### src/rtl/trap_ctrl.sv
// Sequences ecall trap entry and mret return between EXU, the CSR file and the IFU redirect path.
// Latency: ecall redirects 2 cycles after accept, mret 4; trap_ready is low until the redirect is taken.
module trap_ctrl #(
  parameter int DATA_WIDTH  = 32,
  parameter int ECALL_CAUSE = 11
) (
  input  logic                  clk,
  input  logic                  rst,
  input  logic                  trap_ecall,
  input  logic                  trap_mret,
  input  logic [DATA_WIDTH-1:0] trap_pc,
  output logic                  trap_ready,
  output logic                  intr,
  output logic [DATA_WIDTH-1:0] intr_NO,
  output logic [DATA_WIDTH-1:0] intr_epc,
  input  logic [DATA_WIDTH-1:0] intr_mtvec,
  output logic                  csr_own,
  output logic [DATA_WIDTH-1:0] csr_addr,
  output logic                  csr_wen,
  output logic [DATA_WIDTH-1:0] csr_wdata,
  input  logic [DATA_WIDTH-1:0] csr_rdata,
  output logic                  redirect_valid,
  output logic [DATA_WIDTH-1:0] redirect_pc,
  input  logic                  redirect_ready
);

  localparam logic [DATA_WIDTH-1:0] ADDR_MEPC    = DATA_WIDTH'(12'h341);
  localparam logic [DATA_WIDTH-1:0] ADDR_MSTATUS = DATA_WIDTH'(12'h300);
  localparam logic [DATA_WIDTH-1:0] CAUSE        = DATA_WIDTH'(ECALL_CAUSE);

  typedef enum logic [2:0] {
    IDLE,
    T_ENT,
    R_EPC,
    R_ST,
    W_ST,
    REDIR
  } state_t;

  state_t                  state, state_nxt;
  logic [DATA_WIDTH-1:0]   epc, tgt, st;
  logic [DATA_WIDTH-1:0]   st_restored;

  // mret restore: MIE <= MPIE, MPIE <= 1, MPP <= M-mode.
  always_comb begin
    st_restored      = st;
    st_restored[3]   = st[7];
    st_restored[7]   = 1'b1;
    st_restored[12:11] = 2'b11;
  end

  always_ff @(posedge clk) begin
    if (rst) begin
      state <= IDLE;
      epc   <= '0;
      tgt   <= '0;
      st    <= '0;
    end else begin
      state <= state_nxt;
      if (state == IDLE && trap_ecall) epc <= trap_pc;
      if (state == T_ENT) tgt <= intr_mtvec;
      if (state == R_EPC) tgt <= csr_rdata;
      if (state == R_ST)  st  <= csr_rdata;
    end
  end

  always_comb begin
    state_nxt      = state;
    trap_ready     = 1'b0;
    intr           = 1'b0;
    intr_NO        = '0;
    intr_epc       = '0;
    csr_own        = 1'b0;
    csr_addr       = '0;
    csr_wen        = 1'b0;
    csr_wdata      = '0;
    redirect_valid = 1'b0;
    redirect_pc    = tgt;
    case (state)
      IDLE: begin
        trap_ready = 1'b1;
        if (trap_ecall)     state_nxt = T_ENT;
        else if (trap_mret) state_nxt = R_EPC;
      end
      T_ENT: begin
        // No CSR write here: the CSR file would let a write shadow the trap strobe.
        intr      = 1'b1;
        intr_NO   = CAUSE;
        intr_epc  = epc;
        state_nxt = REDIR;
      end
      R_EPC: begin
        csr_own   = 1'b1;
        csr_addr  = ADDR_MEPC;
        state_nxt = R_ST;
      end
      R_ST: begin
        csr_own   = 1'b1;
        csr_addr  = ADDR_MSTATUS;
        state_nxt = W_ST;
      end
      W_ST: begin
        csr_own   = 1'b1;
        csr_addr  = ADDR_MSTATUS;
        csr_wen   = 1'b1;
        csr_wdata = st_restored;
        state_nxt = REDIR;
      end
      REDIR: begin
        redirect_valid = 1'b1;
        if (redirect_ready) state_nxt = IDLE;
      end
      default: state_nxt = IDLE;
    endcase
  end

endmodule

### config.mk
export PLATFORM = sky130hd
export DESIGN_NAME = trap_ctrl
export DESIGN_NICKNAME = d
export VERILOG_FILES = /design/src/rtl/trap_ctrl.sv
export SDC_FILE = /design/constraint.sdc
export NUM_CORES = 1
export LEC_CHECK = 0
export CORE_ASPECT_RATIO = 2
export CORE_MARGIN = 2
export CORE_UTILIZATION = 30
export CTS_CLUSTER_SIZE = 25
export DETAILED_ROUTE_END_ITERATION = 12
export PLACE_DENSITY = 0.79
export SETUP_SLACK_MARGIN = 0.05
export SLEW_MARGIN = 20
export SYNTH_ARGS = -nofsm -noshare
export SYNTH_HDL_FRONTEND = slang
export SYNTH_SLANG_ARGS = --single-unit
### constraint.sdc
create_clock -name clk -period 1.66 [get_ports clk]
set_clock_uncertainty 0.05 [all_clocks]
set_input_delay 0.332 -clock clk [delete_from_list [all_inputs] [get_ports clk]]
set_output_delay 0.332 -clock clk [all_outputs]
set_load 0.01 [all_outputs]
==> out/metrics.cfg <==
[status]
status=complete, but fails checks
violations=negative setup slack

[synth]
ys_types=30
async_flop_share_pct=0
postSynthAreaPerCell_um2=7.71
syn_inst=603
yosys.area.top_type=dfxtp_1
ys_seq_area_share_pct=41.3
synth_area_leaders=dfxtp_1 41%, nand2_1 11%, buf_4 11%
synth_edf_count=0
ys_ff_latch=96
yosys_warnings=0
yosys.cell_count.top_type=nand2_1
synth_flop_cell=dfxtp_1
syn_area_um2=4650
synth_top_area_share_pct=41.3
synth_common_cells=138 x nand2_1, 96 x dfxtp_1, 77 x a21oi_1

[routing]
viasPerCell=4.68
totalWireLength_mm=18.5
drc=0
wire_per_inst_um=17.7
antenna_left=0
drt-pass1-iter-count=4
drt_iter0_markers=128
num_vias=4905

[layout]
fill_cells=1293
num_antenna_cells=0
area_growth_pct=82.8
nets=945
stdcell_area_um2=8510
final_cells=1047
drive_above_1_share_pct=38.3

[sta]
fin_crit_sh_pct=127
report.final.slew_viol_count=0
finalHoldViolations=0
finalHoldWorstSlack_ns=0.397
rsz0062_at_grt=true
worst_pin_slew_ns=0.535
slew_headroom_pct=64.4
min_period_ns=2.10
fin_ws_ns=-0.443
fmax_mhz=475
setup_violations=110

[power]
p_comb_share_pct=31.3
peakVddDrop_v=0.000504
power.total_mw=7.02
intPower_mw=4.98
powerDensity_nw_per_um2=826
share_seq_of_total_power_pct=36.7
power.share.clock_pct=32.0
p_leak_nw=3.66
p_sw_share_pct=29.2
switchingPower_mw=2.05

[clocking]
cts_buffer_depth=2
clkLatencyLatePin_ns=0.34
cts_num_sinks=96
htreeDepth=3
root_buffer=clkbuf_16
cts_buffers=9
cts_tree=built
cts.clk_slew.worst_paths_ns=0.06

[critical_path]
critPathMaxStageDelay_ns=0.42
endpoint_kind=output port
path_max_fanout=6
arrival_ns=1.72
cp.required_ns=1.28
r2r_setup_slack_ns=-0.26
crit_top_cell=buf_6
slowest_stage=or3b_4
crit_path_start_kind=register
reg2reg_from=state[1]
path_class=register to output port
path_cells=or3b_4 -> buf_12 -> clkinv_8 -> buf_6 -> buf_6 -> and2_4 -> buf_6
worst_r2r_endpoint=redirect_pc[5]
rr_worst_depth=10
crit_path_start=state[1]

[floorplan]
start_util_pct=30.6
num_rows=64
io_pins=266
fp.dieW_um=92.1
die_area_um2=16600
dieHeight_um=180
core-area_um2=15200

[min_path]
worstHoldStart=st[0]
min_path_cells=2
hp-class=register to register
min_to=st[0]

[flow_run]
maxCapViolations=0

[global_routing]
grt_pass1_vias=4803
grt_pass1_wl_mm=26.1
grt_max_degree=39
grt-ovfl-total=0
grt_usage_pct=20.5
antenna_found_initial=0

[placement]
gp_congestion=0.809
dp_hpwl_mm=10.9
portBuffers=208
dp.cells=979
place_area_um2=6820

-- how the worst max path moves through the flow --
stage	to	cells after the start
2_1_floorplan	intr_epc[0]	7
3_3_place_gp	intr_epc[21]	4
3_5_place_dp	intr_epc[7]	4
4_1_cts	intr_epc[28]	7
5_1_grt	intr_epc[28]	7
6_report	intr_epc[28]	7
-- power by group through the flow --
stage | clock network, mW | registers [mW] | logic, mW
6_report | 2.25 | 2.58 | 2.20
5_1_grt | 2.40 | 2.60 | 2.32
4_1_cts | 2.31 | 2.56 | 1.91
3_5_place_dp | 0 | 2.61 | 1.48
3_3_place_gp | 0 | 2.61 | 1.46
2_1_floorplan | 0 | 2.64 | 0.836
-- layout by cell type, fill, tap and decap left out, types with 22 or more instances in the layout --
cell type and instances:
a21oi_1 34, a21oi_2 41, and2_1 28, and2_4 33, buf_4 22, buf_6 69
clkdlybuf4s15_2 26, clkdlybuf4s50_1 99, conb_1 57, dfxtp_1 93, dlygate4sd2_1 28, nand2_1 106
nand2_4 26, nor2_1 48
-- stage by stage --
stage | worst slack [ns] | TNS, ns | util (%)
after floorplan | -0.0711 | -2.25 | -
after CTS | -0.420 | -28.42 | 52.0
after global routing | -0.467 | -35.90 | 55.9
after global placement | -0.431 | -35.06 | 44.8
final | -0.443 | -30.66 | 55.9
after detailed placement | -0.471 | -37.77 | 44.8
-- registers in the layout (all words and copies together), names as in the netlist --
register / flops
epc: 32
redirect_pc: 32
st: 29
state: 3
-- kinds of logic after synthesis --
family                 after synthesis  synth area share [%]
and+or+nand+nor                    291                  29.7
other                                1                0.0806
DFF                                 96                  41.3
buffers and inverters              116                  15.9
AOI/OAI and AO/OA                   99                  13.0
-- worst max-delay path: cells and delay by family, from the launching register on --
kind	cells	cell delay (ns)
flip-flops	1	0.33
AND/OR/NAND/NOR	2	0.57
buffers and inverters	5	0.49
-- area by class of cell --
type | instances | area (µm²) | area share [%]
Tap cell | 198 | 248 | 2.91
Timing Repair Buffer | 280 | 3030 | 35.6
Clock buffer | 12 | 246 | 2.90
Inverter | 4 | 32.5 | 0.382
Clock inverter | 4 | 77.6 | 0.912
Sequential cell | 96 | 1930 | 22.6
Multi-Input combinational cell | 447 | 2860 | 33.6
Timing Repair inverter | 6 | 90.1 | 1.06
-- timing repair --
item | 4_1_cts | 5_1_grt
gates cloned | 13 | 3
setup endpoints to repair | 135 | 147
pin swaps | 31 | 74
setup buffers | 29 | 15
gates resized for setup | 423 | 148
hold buffers | 0 | 0
-- metal layers --
layer	vias up	share of wire, %	GRT usage [%]
li1	2314	-	-
met1	2308	34	19.9
met2	239	57	40.5
met3	44	5.0	3.35
met4	0	4.4	9.37
met5	-	0	0
Note: power is estimated with default switching activity, not from simulation.
